## src/rtl/divm_meter_pkg.sv

```systemverilog
// Shared types and defaults for the divided-clock meter.
package divm_meter_pkg;

  localparam int unsigned CNT_W_DEF   = 16;
  localparam int unsigned TIMEOUT_DEF = 65535;

  typedef enum logic [1:0] {
    IDLE    = 2'd0,
    ARMED   = 2'd1,
    MEASURE = 2'd2,
    LOST    = 2'd3
  } state_e;

endpackage

```

## src/rtl/divm_meter_if.sv

```systemverilog
// Measurement result bundle: edge strobes, period/high-time, valid and loss flag.
interface divm_meter_if #(
  parameter int unsigned CNT_W = divm_meter_pkg::CNT_W_DEF
);

  logic             rise_pulse;
  logic             fall_pulse;
  logic [CNT_W-1:0] period;
  logic [CNT_W-1:0] high_time;
  logic             valid;
  logic             lost;

  modport master (
    output rise_pulse,
    output fall_pulse,
    output period,
    output high_time,
    output valid,
    output lost
  );

  modport slave (
    input rise_pulse,
    input fall_pulse,
    input period,
    input high_time,
    input valid,
    input lost
  );

endinterface

```

## src/rtl/divm_meter_sync2.sv

```systemverilog
// Two-flop synchroniser, asynchronous active-low reset to 0.
module sync2 (
  input  logic clk_in,
  input  logic reset_n,
  input  logic d_i,
  output logic q_o
);

  logic meta_q;
  logic sync_q;

  always_ff @(posedge clk_in or negedge reset_n) begin
    if (!reset_n) begin
      meta_q <= 1'b0;
      sync_q <= 1'b0;
    end else begin
      meta_q <= d_i;
      sync_q <= meta_q;
    end
  end

  assign q_o = sync_q;

endmodule

```

## src/rtl/divm_meter.sv

```systemverilog
// Period / high-time meter for an asynchronous divided clock, with loss detection.
// Optional glitch filter enabled by defining DIVM_METER_FILTER_EN.
module divm_meter
  import divm_meter_pkg::*;
#(
  parameter int unsigned CNT_W   = CNT_W_DEF,
  parameter int unsigned TIMEOUT = TIMEOUT_DEF
) (
  input  logic         clk_in,
  input  logic         reset_n,
  input  logic         sig_in,
  divm_meter_if.master mon
);

  localparam logic [CNT_W-1:0] CNT_MAX = '1;
  localparam logic [CNT_W-1:0] CNT_ONE = CNT_W'(1);
  localparam logic [CNT_W-1:0] TMO     = CNT_W'(TIMEOUT);

  logic sync_lvl;
  logic lvl;
  logic hist_q;
  logic rise_det;
  logic fall_det;

  sync2 u_sync (
    .clk_in  (clk_in),
    .reset_n (reset_n),
    .d_i     (sig_in),
    .q_o     (sync_lvl)
  );

`ifdef DIVM_METER_FILTER_EN
  logic prev_q;

  always_ff @(posedge clk_in or negedge reset_n) begin
    if (!reset_n) begin
      prev_q <= 1'b0;
    end else begin
      prev_q <= sync_lvl;
    end
  end

  // The history flop doubles as the filter's held level: the level only
  // follows the synchroniser once two consecutive samples agree.
  assign lvl = (sync_lvl == prev_q) ? sync_lvl : hist_q;
`else
  assign lvl = sync_lvl;
`endif

  always_ff @(posedge clk_in or negedge reset_n) begin
    if (!reset_n) begin
      hist_q <= 1'b0;
    end else begin
      hist_q <= lvl;
    end
  end

  assign rise_det = lvl & ~hist_q;
  assign fall_det = ~lvl & hist_q;

  state_e           state_q, state_d;
  logic [CNT_W-1:0] pcnt_q, pcnt_d;
  logic [CNT_W-1:0] hcnt_q, hcnt_d;
  logic [CNT_W-1:0] per_q, per_d;
  logic [CNT_W-1:0] high_q, high_d;
  logic             valid_q, valid_d;
  logic             rise_q;
  logic             fall_q;
  logic [CNT_W-1:0] pcnt_inc;
  logic [CNT_W-1:0] hcnt_inc;

  always_comb begin
    pcnt_inc = (pcnt_q == CNT_MAX) ? pcnt_q : pcnt_q + CNT_ONE;
    hcnt_inc = hcnt_q;
    if (lvl && (hcnt_q != CNT_MAX)) begin
      hcnt_inc = hcnt_q + CNT_ONE;
    end
  end

  // Decisions are taken on the unregistered edge detect so that the loaded
  // results, valid and the rise strobe all become visible in the same cycle.
  always_comb begin
    state_d = state_q;
    pcnt_d  = pcnt_q;
    hcnt_d  = hcnt_q;
    per_d   = per_q;
    high_d  = high_q;
    valid_d = 1'b0;
    unique case (state_q)
      IDLE, LOST: begin
        if (rise_det) begin
          state_d = ARMED;
          pcnt_d  = CNT_ONE;
          hcnt_d  = CNT_ONE;
        end
      end
      ARMED, MEASURE: begin
        if (rise_det) begin
          state_d = MEASURE;
          per_d   = pcnt_q;
          high_d  = hcnt_q;
          valid_d = 1'b1;
          pcnt_d  = CNT_ONE;
          hcnt_d  = CNT_ONE;
        end else if (pcnt_q >= TMO) begin
          state_d = LOST;
        end else begin
          pcnt_d = pcnt_inc;
          hcnt_d = hcnt_inc;
        end
      end
      default: begin
        state_d = IDLE;
      end
    endcase
  end

  always_ff @(posedge clk_in or negedge reset_n) begin
    if (!reset_n) begin
      state_q <= IDLE;
      pcnt_q  <= '0;
      hcnt_q  <= '0;
      per_q   <= '0;
      high_q  <= '0;
      valid_q <= 1'b0;
      rise_q  <= 1'b0;
      fall_q  <= 1'b0;
    end else begin
      state_q <= state_d;
      pcnt_q  <= pcnt_d;
      hcnt_q  <= hcnt_d;
      per_q   <= per_d;
      high_q  <= high_d;
      valid_q <= valid_d;
      rise_q  <= rise_det;
      fall_q  <= fall_det;
    end
  end

  assign mon.rise_pulse = rise_q;
  assign mon.fall_pulse = fall_q;
  assign mon.period     = per_q;
  assign mon.high_time  = high_q;
  assign mon.valid      = valid_q;
  assign mon.lost       = (state_q == LOST);

endmodule
```

## src/flat_wrapper.sv

```systemverilog
// flat-port wrapper written by rule: the top's interface ports become plain ports
module divm_meter_flat import divm_meter_pkg::*;
#(
  parameter int unsigned CNT_W   = CNT_W_DEF,
  parameter int unsigned TIMEOUT = TIMEOUT_DEF
)
  (clk_in, reset_n, sig_in, mon_rise_pulse, mon_fall_pulse, mon_period, mon_high_time, mon_valid, mon_lost);
  divm_meter_if #(.CNT_W(CNT_W)) mon_i ();
  input  logic clk_in;
  input  logic reset_n;
  input  logic sig_in;
  output wire logic [$bits(mon_i.rise_pulse)-1:0] mon_rise_pulse;
  output wire logic [$bits(mon_i.fall_pulse)-1:0] mon_fall_pulse;
  output wire logic [$bits(mon_i.period)-1:0] mon_period;
  output wire logic [$bits(mon_i.high_time)-1:0] mon_high_time;
  output wire logic [$bits(mon_i.valid)-1:0] mon_valid;
  output wire logic [$bits(mon_i.lost)-1:0] mon_lost;
  assign mon_rise_pulse = mon_i.rise_pulse;
  assign mon_fall_pulse = mon_i.fall_pulse;
  assign mon_period = mon_i.period;
  assign mon_high_time = mon_i.high_time;
  assign mon_valid = mon_i.valid;
  assign mon_lost = mon_i.lost;
  divm_meter #(.CNT_W(CNT_W), .TIMEOUT(TIMEOUT)) u_core (.clk_in(clk_in), .reset_n(reset_n), .sig_in(sig_in), .mon(mon_i));
endmodule
```

## config.mk

```make
export PLATFORM = sky130hd
export DESIGN_NAME = divm_meter_flat
export DESIGN_NICKNAME = d
export VERILOG_FILES = /design/src/rtl/divm_meter_pkg.sv /design/src/rtl/divm_meter_if.sv /design/src/rtl/divm_meter_sync2.sv /design/src/rtl/divm_meter.sv /design/src/flat_wrapper.sv
export SDC_FILE = /design/constraint.sdc
export NUM_CORES = 1
export LEC_CHECK = 0
export CORE_MARGIN = 8
export CORE_UTILIZATION = 60
export DETAILED_ROUTE_END_ITERATION = 8
export HOLD_SLACK_MARGIN = 0.15
export PLACE_DENSITY = 0.85
export SETUP_SLACK_MARGIN = 0.4
export SLEW_MARGIN = 20
export SYNTH_ARGS = -nofsm -noshare
export SYNTH_HDL_FRONTEND = slang
export SYNTH_HIERARCHICAL = 1
export SYNTH_SLANG_ARGS = --single-unit
```

## constraint.sdc

```tcl
create_clock -name clk_in -period 3.38 [get_ports clk_in]
set_clock_uncertainty 0.1 [all_clocks]
set_input_delay 0.338 -clock clk_in [delete_from_list [all_inputs] [get_ports clk_in]]
set_output_delay 0.338 -clock clk_in [all_outputs]
set_load 0.1 [all_outputs]
```

==> results of run 1 <==
[state kept, by name (all words and copies together), names as in the netlist]
signal                 flops
u_core/mon.period         16
u_core/u_sync/q_o          1
u_core/pcnt_q             16
u_core/mon.high_time      16
u_core/mon.valid           1
u_core/mon.fall_pulse      1
u_core/state_q             2
u_core/hcnt_q             16
u_core/hist_q              1
u_core/u_sync/meta_q       1
u_core/mon.rise_pulse      1
[cell families (layout without fill, tap and decap cells)]
kind of cell,after synthesis,after routing,share of synthesized area
compound gates,48,48,0.0996
xor+xnor,12,12,0.0318
mux,31,31,0.106
fa+ha+maj,3,3,0.0114
simple gates,106,106,0.179
buf+inv,16,62,0.0269
flops,72,72,0.545
[metal layers]
layer / part of all wire / vias up / routed length, um
li1: - / 1135 / -
met1: 0.45 / 1216 / 3090
met2: 0.47 / 65 / 3170
met3: 0.056 / 15 / 378
met4: 0.025 / 0 / 168
met5: 0 / - / 0
[area by class of cell]
type,instances,area [um2],share of cell area
sequential,72,1800,0.460
clock inverter,4,22.5,0.00575
inverter,5,18.8,0.00479
tap,72,90.1,0.0230
multi-input combinational,200,1410,0.361
clock buffer,10,138,0.0352
timing repair buffer,43,430,0.110
[power by group]
| part | internal [mW] | leakage [nW] | switching, mW |
|---|---|---|---|
| combinational | 0.305 | 0.775 | 0.770 |
| clock | 0.274 | 0.0838 | 0.297 |
| sequential | 0.963 | 0.971 | 0.0949 |
| total | 1.54 | 1.83 | 1.16 |
[worst max-delay path: stages (launching register included)]
cell	delay [ns]
sky130_fd_sc_hd__dfrtp_1	0.43
sky130_fd_sc_hd__nand2b_1	0.37
sky130_fd_sc_hd__inv_2	0.27
sky130_fd_sc_hd__nand2_1	0.64
sky130_fd_sc_hd__buf_12	0.24
sky130_fd_sc_hd__mux2_2	0.35
[stage by stage]
stage          cell area (um2)  hold WS, ns   util  power [mW]  worst slack [ns]
6_report                  3920        0.264  0.724        2.70             0.853
5_1_grt                   3920        0.272  0.724        2.83             0.654
3_5_place_dp              3740        0.243  0.692        2.14             0.835
3_3_place_gp              3740        0.258  0.692        2.11             0.852
4_1_cts                   3910        0.267  0.724        2.71             0.818
2_1_floorplan             3300      -0.0576      -        1.89              1.43
[worst max-delay path by stage]
stage	depth (start not counted)	from	slack, ns	to
2_1_floorplan	7	u_core/pcnt_q[0]$_DFFE_PN0P_	1.43	u_core/pcnt_q[12]$_DFFE_PN0P_
3_3_place_gp	5	u_core/u_sync/q_o$_DFF_PN0_	0.85	u_core/mon.high_time[9]$_DFFE_PN0P_
3_5_place_dp	5	u_core/u_sync/q_o$_DFF_PN0_	0.84	u_core/mon.high_time[13]$_DFFE_PN0P_
4_1_cts	5	u_core/u_sync/q_o$_DFF_PN0_	0.82	u_core/mon.high_time[13]$_DFFE_PN0P_
5_1_grt	5	u_core/u_sync/q_o$_DFF_PN0_	0.65	u_core/mon.high_time[10]$_DFFE_PN0P_
6_report	5	u_core/u_sync/q_o$_DFF_PN0_	0.85	u_core/mon.high_time[10]$_DFFE_PN0P_
[timing repair]
| item | in CTS | in global routing |
|---|---|---|
| hold buffers | 1 | 0 |
| gates resized for setup | 0 | 0 |
| hold endpoints to repair | 50 | 0 |
[placed cells by master, fill, tap and decap left out, drive strengths merged]
cell and instances:
dfrtp 72, clkdlybuf4s50 37, mux2 31, nor2 27
nand2 21, nand3 18, a21oi 14, nand4 11
clkbuf 10, o21ai 10, a31oi 8, nor3 7
and3 6, xnor2 6, xor2 6, buf 5
inv 5, and4 5, o21a 4, clkinv 3
nor4 3, and2 3, ha 3, a21o 2
a22o 2, nand3b 2, o211a 2, clkinvlp 1
dlygate4sd3 1, nand2b 1, nor2b 1, o41ai 1
o41a 1, a32o 1, a41oi 1, or4 1
a41o 1, a211oi 1
==> reports/summary.md, run 1 <==
The worst setup path is of the reg2reg kind. The run gives 0.396 GHz as the highest clock frequency the design can meet. The count of boundary I/O pins came out at 39. TritonCTS built the clock tree. The repair_antennas step left the layout with diodes totalling 0. End point of the most critical hold path: u_core/u_sync/q_o$_DFF_PN0_. The number of library cell types mapped by synthesis is 41, and the CTS buffer count is 9. The number of input and output port buffers inserted is 38.

The run gives 0 ns as the post-route setup TNS. The number of nets handed over by synthesis was 294. The launching element type of the critical path was a register.

The global routing met1 resource utilization is 0.224. The final net count was 337. In this run the deepest clock path goes through 2 buffers. The tools report the final-report hold violation count as 0. The via count of the first global-routing pass is 2377. The tools report the buffers inserted during post-CTS setup optimization as 0. The worst hold path begins at u_core/u_sync/meta_q$_DFF_PN0_. The area fraction of the dominant cell type after synthesis came out at 0.545.

The mean instance size in the synthesized netlist came out at 11.5 um2. At the end of routability-driven placement, the weighted congestion stood at 0.887. The floorplan step set the die width to 90.2 um.

The die is 90.2 um tall. The fraction of layout instances using a drive strength above 1 was 0.186. The final count of pins violating max slew was 0.

The number of cells on the worst reg-to-reg path came out at 5. The cell count after synthesis came out at 288. Capturing point of the worst reg2reg path: u_core/mon.high_time[10]$_DFFE_PN0P_. Power spread over the standard cell area amounts to 690 nW/um2. The finished layout holds 406 standard cells, fillers aside. The final route contains 2431 vias. By area the synthesized netlist is led by sky130_fd_sc_hd__dfrtp_1 (55%), sky130_fd_sc_hd__mux2_2 (11%), sky130_fd_sc_hd__nor2_1 (3.0%), sky130_fd_sc_hd__nand3_1 (2.7%), sky130_fd_sc_hd__nand2_1 (2.3%). The core region is 5410 um2. The tools report the number of warnings printed during yosys synthesis as 6. The worst path needs 2.53 ns of the cycle, external delays included. The run gives 1.83 nW as the leakage dissipation.

The remaining max-slew budget at the tightest pin is 0.344. Compared with the post-synthesis result, the final layout area differs by 18.5%. Clock-pin slew was measured on the worst setup and hold paths at 0.07 ns.

For the clock insertion delay at the later pin of the skew report, the log shows 0.34 ns. The tools report the clock sink count as 72. The total length of routed wires was 6800 um.

The min-delay analysis places its worst path in the category reg2reg. The root buffer cell chosen for the clock tree is sky130_fd_sc_hd__clkbuf_8. Summed over all nets, the half-perimeter wirelength after detailed placement is 4710 um. met2 is the most crowded layer. The number of rows in the core area was 27. The met3 layer usage reported by global route came out at 0.0449. In the synthesized netlist the dominant register cell turns out to be sky130_fd_sc_hd__dfrtp_1. The worst register-to-register path begins at u_core/u_sync/q_o$_DFF_PN0_. Area of the die: 8140 um2.

For the pin with the worst max-slew slack, the measured transition is 0.980 ns. The global routing usage summed across all routing layers was 0.173; the per-cell via count in the routed design was 5.99. Initial antenna violation count: 0.

By count the netlist is led by sky130_fd_sc_hd__dfrtp_1 (72), sky130_fd_sc_hd__mux2_2 (31), sky130_fd_sc_hd__nor2_1 (26), sky130_fd_sc_hd__nand2_1 (20), sky130_fd_sc_hd__nand3_1 (18). After filler insertion, the fill cell instance count of the layout stands at 404. Starting density of the core: 0.611.

The run gives 0 as the max capacitance violation total. The worst setup path is captured at a register. The met2 track demand over resource in global routing was 0.261; the pin count of the biggest net entering global routing was 53. The share of synthesized flip-flops with an asynchronous set or reset was 1.00.

The final cycle utilization of the critical path came out at 0.748. After synthesis the cells add up to 3300 um2. The first global-routing pass estimated 11700 um of wire. The H-tree was split into 3 levels. The sequential area share after synthesis is 0.545, and the number of storage elements in the synthesis netlist is 72.

The flow ran to the end, and the final reports show no timing, DRC or antenna violations. The placed cell count was 391. Top cell type by total area after synthesis: sky130_fd_sc_hd__dfrtp_1. For the number of nets still failing antenna checks after routing, the log shows 0. The final number of setup-violating endpoints is 0, and the arrival time of data at the critical path endpoint is 2.65 ns. Most repeated cell in the gate-level netlist after synthesis: sky130_fd_sc_hd__dfrtp_1.

In the routed design, unresolved DRC markers number 0. The worst register-to-register path has a setup slack of 0.85 ns. The routed length per instance was 16.7 um. Before antenna repair, the detailed router went through 4 iterations. The count of flip-flops with a built-in enable after synthesis came out at 0.

The detailed router finished its first iteration with 152 violations. The worst-case IR drop observed on VDD is 0.635 mV. The highest fanout seen on the critical path came out at 19.

Setup repair after global routing left no endpoint under its margin. The count of cells along the worst hold path was 0; the required arrival time at the worst endpoint was 3.51 ns. Summed over all layers, the global routing overflow is 0.
Power figures use the tool's default switching activity.
==> run 2, diff against run 1 <==
- CORE_UTILIZATION: 60 -> 55
- PLACE_DENSITY: 0.85 -> 0.79
- clock period: 3.38 -> 2.4 ns (I/O delays scaled with it)
==> reports/summary.md, run 2 (same netlist as run 1, synthesis figures left out) <==
The portion of total power attributed to the clock network was 0.213. STA classifies the critical path startpoint as a register. The area of all sequential standard cells is 1800 um2. Measured in cells, the most critical reg-to-reg path has a length of 7.

The run gives 0.223 as the global routing met1 resource utilization. The routed length per instance came out at 17.2 um. In this run the vertical extent of the chip is 93.5 um. The critical path class is reg2reg. After clock tree synthesis, the clock-pin slew on the worst setup and hold paths is 0.07 ns.

The switching part of the total power is 0.421. The power per unit of standard cell area was 1000 nW/um2. The logs give 1.69 mW for the switching power of the nets and 0 ns for the post-route setup TNS.

The run gives 2.56 ns as the required arrival time at the worst endpoint. For the logic gate share of total power, the log shows 0.412. Fill cells in the final layout number 439. For this run, the detailed router's first-pass iteration total came to 4. Summed over all layers, the routed wires come to 7210 um. The logs give 0.178 for the global routing usage summed across all routing layers and 4.01 mW for the total power consumption of the routed design. After legalization and detailed placement, the total HPWL measured 4830 um. The fraction of layout instances using a drive strength above 1 works out to 0.331. In this run the most critical hold path is launched from sig_in. For the core area, the log shows 5850 um2. The first global-routing pass estimated 12200 um of wire. The met3 layer usage reported by global route was 0.0401; the via count of the first global-routing pass was 2489. The run finished with clean final reports. The logs give 0.383 ns for the minimum setup slack in the final design and 0.242 ns for the worst slack on hold paths. Based on the critical path, the design can be clocked at up to 0.496 GHz. STA puts the critical path data arrival time at 2.18 ns.

The tools report the highest ir drop seen on vdd as 0.962 mV. Leaving out fill and tap cells, the most frequent cells in the layout are sky130_fd_sc_hd__dfrtp_1 (70), sky130_fd_sc_hd__buf_4 (46), sky130_fd_sc_hd__mux2_2 (31), sky130_fd_sc_hd__nor2_1 (26), sky130_fd_sc_hd__nand2_1 (20). For the share of total power in sequential cells, the log shows 0.375. The path class of the tightest hold or removal check is in2reg.

Global routing finished with a remaining overflow of 0. Row generation in the floorplan step produced 28 rows. In this run the remaining antenna-violating nets after routing total 0.

Capturing point of the worst reg2reg path: u_core/hcnt_q[5]$_DFFE_PN0P_. The number of DRC violations after detailed routing is 0, and the number of antenna repair diodes is 0. The final-report hold violation count came out at 0.

In the final layout, the multi-input gates occupy 1480 um2. The die covers 8740 um2. The die width is 93.5 um, and the clock sink count is 72. Total internal power: 2.32 mW. The clock reaches the later pin of the worst-skew pair after 0.34 ns. The run gives 0 as the final count of pins violating max slew. The type of destination of the critical path was a register.

The count of cells along the worst hold path is 1, and the slew at the pin closest to its max-slew limit is 0.607 ns. Port buffering added 38 buffers. The CTS buffer count was 9. The tools report the met2 track demand over resource in global routing as 0.271. From synthesis to final layout, the design area changed by 21.1%.

Beginning of the critical path: u_core/hcnt_q[1]$_DFFE_PN0P_. The final cycle utilization of the critical path works out to 0.840. The analysis attributes to cell leakage a power of 1.97 nW.

The highest fanout seen on the critical path is 10, and the number of DRC markers in iteration 0 is 133. The tools report the register-to-register setup slack as 0.38 ns. Setup repair after global routing could not meet its margin everywhere. The tools report the launch point of the worst reg-to-reg path as u_core/hcnt_q[1]$_DFFE_PN0P_. Routability-driven placement finished with a final weighted congestion of 0.887. Remaining max-slew budget at the tightest pin: 0.595. Leaving out fill and tap cells, the most frequent cell in the layout is sky130_fd_sc_hd__dfrtp_1. The run gives 2487 as the detailed-route via count.

The tools report the initial antenna violation count as 0. The post-layout minimum cycle time is 2.02 ns, and the maximum root-to-sink buffer count is 2. After the last flow step, the layout net total stands at 347. The count of boundary I/O pins was 39.

Starting density of the core: 0.565. Setup violations remaining at the end of the flow were counted as 0. In this run the most used layer during global routing was met2.

Entering global routing, the biggest net connects 47 pins. The worst hold path terminates at u_core/u_sync/meta_q$_DFF_PN0_. The per-cell via count in the routed design came out at 5.94.

TritonCTS built the clock tree. The tool flagged a number of max-cap violations equal to 0. At the placement stage, the worst setup path has a slack of 0.259 ns. The clock tree synthesis step divided the H-tree into 3 levels. The end-of-flow core utilization was 0.684. The cell at the root of the clock tree was sky130_fd_sc_hd__clkbuf_8.
[run 2: worst max path at each step]
stage               slack [ns]                       endpoint  depth (start not counted)
floorplan                 0.45  u_core/pcnt_q[12]$_DFFE_PN0P_                          7
global placement          0.32   u_core/hcnt_q[5]$_DFFE_PN0P_                          7
detailed placement        0.26   u_core/pcnt_q[2]$_DFFE_PN0P_                          6
CTS                       0.41   u_core/hcnt_q[4]$_DFFE_PN0P_                          8
global route              0.31   u_core/hcnt_q[6]$_DFFE_PN0P_                          7
finish                    0.38   u_core/hcnt_q[5]$_DFFE_PN0P_                          7
[run 2: area by class of cell]
type | count | area share
tap | 75 | 0.0235
inverter | 5 | 0.00469
multi-input combinational | 200 | 0.370
sequential | 72 | 0.451
timing repair buffer | 53 | 0.108
clock buffer | 14 | 0.0432
[run 2: what timing repair did]
item / CTS / global route
endpoints found under the hold margin: 26 / 0
gates cloned: 0 / 0
pin swaps: 4 / 3
hold buffers: 1 / 0
gates resized for setup: 3 / 12
endpoints found under the setup margin: 24 / 28
buffers inserted: 2 / 3
[run 2: worst max-delay path, stage by stage, from the launching register on]
cell and delay (ns):
sky130_fd_sc_hd__dfrtp_1 0.44, sky130_fd_sc_hd__ha_4 0.18, sky130_fd_sc_hd__nand4_1 0.16, sky130_fd_sc_hd__nor4_4 0.47
sky130_fd_sc_hd__buf_4 0.19, sky130_fd_sc_hd__o41ai_4 0.07, sky130_fd_sc_hd__buf_6 0.15, sky130_fd_sc_hd__a31oi_1 0.17
[run 2: power groups by stage]
| stage | Clock (mW) | Sequential (mW) | Combinational [mW] |
|---|---|---|---|
| 2_1_floorplan | 0 | 1.96 | 0.711 |
| 3_3_place_gp | 0 | 1.50 | 1.50 |
| 3_5_place_dp | 0 | 1.51 | 1.53 |
| 4_1_cts | 0.878 | 1.48 | 1.56 |
| 5_1_grt | 0.930 | 1.53 | 1.76 |
| 6_report | 0.853 | 1.51 | 1.65 |
[run 2: metrics by stage]
stage,std cells,instance area (um2)
detailed placement,399,3710
global placement,399,3710
finish,419,4000
floorplan,288,3300
CTS,416,3910
global route,419,4000
[run 2: metal layers]
metal,wire length (um),part of all wire
met5,0,0
met3,374,0.052
met2,3330,0.46
met4,248,0.034
met1,3250,0.45
==> RTL change, RTL diff (settings of run 2) <==
Set the package constant `CNT_W_DEF` to 32 (it was 16).
--- a/src/rtl/divm_meter_pkg.sv
+++ b/src/rtl/divm_meter_pkg.sv
@@ -1,7 +1,7 @@
 // Shared types and defaults for the divided-clock meter.
 package divm_meter_pkg;
 
-  localparam int unsigned CNT_W_DEF   = 16;
+  localparam int unsigned CNT_W_DEF   = 32;
   localparam int unsigned TIMEOUT_DEF = 65535;
 
   typedef enum logic [1:0] {
Ports: changed (resized mon_high_time and mon_period); port bits go from 39 to 71. No check against the original RTL was run, so the function may have changed too.
==> RTL change against run 2 <==
- the run now ends with setup timing left
- worst setup slack lost 630 ps
- via count up 110%
- synthesized area up 78%
- total power increased by 100%
- clock power rose to 3.0 times the old value
- routed wire length rose to 2.7 times the old value
- first-iteration DRC count grew to 4.5 times the old value
- cell area up 110%
- sequential cell count grew 64
- combinational power grew 87%
- critical endpoint is now u_core/hcnt_q[29]$_DFFE_PN0P_
- largest power group unchanged
- highest routed layer unchanged
==> RTL change: results (changes against run 2) <==
stage,metric,value,unit,change
logic_synthesis,Avg Inst Size Synth,11.37,um2,was 11.47 um2
logic_synthesis,Synth area leaders,"dfrtp_1, mux2_2, nand2_1, a21oi_1, nor2_1",,"was dfrtp_1, mux2_2, nor2_1, nand3_1, nand2_1"
place,placed insts,738,,was 399
cts,CTS Buf Count,17,,was 9
worst_setup_path,critical path peak fanout,7,,was 10
place,dpl cell area,6845,um2,was 3706 um2
finish,number of non-clock inverters,11,,was 5
logic_synthesis,Synth cell types,47,,was 41
power,Clk pwr share,31.4,%,was 21.3%
global_route,first-pass GRT wire length,25.87,mm,was 12.22 mm
power,LEAKAGE,3.922,nW,was 1.965 nW
cts,# H-tree levels,4,,was 3
worst_setup_path,Crit path largest cell delay,560,ps,was 470 ps
finish,number of fill cells,537,,was 439
run_status,status,finished with violations,,was finished clean
run_status,violated checks,setup timing,,
finish,# nets final,662,,was 347
worst_setup_path,Worst EP arrival,2960,ps,was 2180 ps
worst_setup_path,CP top delay family,compound AO/OA/AOI/OAI gates,,was simple AND/OR/NAND/NOR gates
worst_setup_path,CP endpoint,u_core/hcnt_q[29]$_DFFE_PN0P_,,was u_core/hcnt_q[5]$_DFFE_PN0P_
finish,fin area,8372,um2,was 4001 um2
place,port buffer count,70,,was 38
finish,seq_cells,136,,was 72
finish,layout cell share with drive strength beyond 1,49.93,%,was 33.14%
power,Logic pwr share,37.7,%,was 41.2%
worst_setup_path,launching point of the worst reg2reg path,u_core/pcnt_q[27]$_DFFE_PN0P_,,was u_core/hcnt_q[1]$_DFFE_PN0P_
global_route,largest net degree at the start of global routing,56,,was 47
routing,vias per inst,6.465,,was 5.936
finish,buffers outside the clock class,144,,was 53
sta,final worst slack,-245.5,ps,was 383.2 ps
logic_synthesis,register area share after synthesis,57.91,%,was 54.52%
logic_synthesis,Post-synth top cells,"dfrtp_1, mux2_2, nand2_1, nor2_1, a21oi_1",,"was dfrtp_1, mux2_2, nor2_1, nand2_1, nand3_1"
finish,multi-input gates,346,,was 200
finish,register area,3403,um2,was 1804 um2
finish,Multi-input gate area,2880,um2,was 1479 um2
global_route,total track usage,22.63,%,was 17.76%
worst_setup_path,Reg2Reg Depth,8,,was 7
cts,clock latency on the worst-skew pair,540,ps,was 340 ps
power,Final Total Pwr,8.162,mW,was 4.011 mW
sta,setup TNS,-3469,ps,was 0 ps
finish,Syn-to-layout area delta,42.45,%,was 21.09%
worst_hold_path,HP Class,in -> async,,was in -> reg
routing,via count,5204,,"was 2,487"
routing,Routed Wire Length,19.33,mm,was 7.207 mm
place,HPWL Detailed,9.459,mm,was 4.832 mm
sta,final setup fails,32,,was 0
finish,clkbuf count,18,,was 14
logic_synthesis,"Net Count, Synth",523,,was 294
sta,Final Hold Slack,191.3,ps,was 241.7 ps
global_route,vias in the first global route,5048,,"was 2,489"
worst_setup_path,"Slowest-stage cell, CP",or4_4,,was nor4_4
power,Sw Ratio,37.50,%,was 42.05%
routing,DR pass1 iterations,6,,was 4
place,dpl ws,-75.71,ps,was 258.6 ps
RTL change: what timing repair did:
| action | in CTS | in global routing |
|---|---|---|
| hold buffers | 2 | 0 |
| endpoints found under the setup margin | 52 | 103 |
| resized for setup | 52 | 86 |
| setup buffers | 11 | 18 |
| pin swaps | 32 | 47 |
| endpoints found under the hold margin | 75 | 0 |
| cloned | 2 | 2 |
RTL change: cells by family after synthesis:
group | Yosys count | share of synthesized area (%)
compound gates | 99 | 10.50
buf+inv | 35 | 2.619
mux | 58 | 11.11
simple gates | 178 | 16.03
fa+ha+maj | 3 | 0.6388
flops | 136 | 57.91
xor+xnor | 8 | 1.192
RTL change: per-layer routing:
layer  GRT usage [%]  wire length, um  part of all wire (%)  up-vias
li1                -                -                     -     2160
met4           13.27             1223                   6.3        0
met2           37.86             9564                    49      312
met1           26.13             7045                    36     2613
met5               0                0                     0        -
met3           5.385             1496                   7.7      119
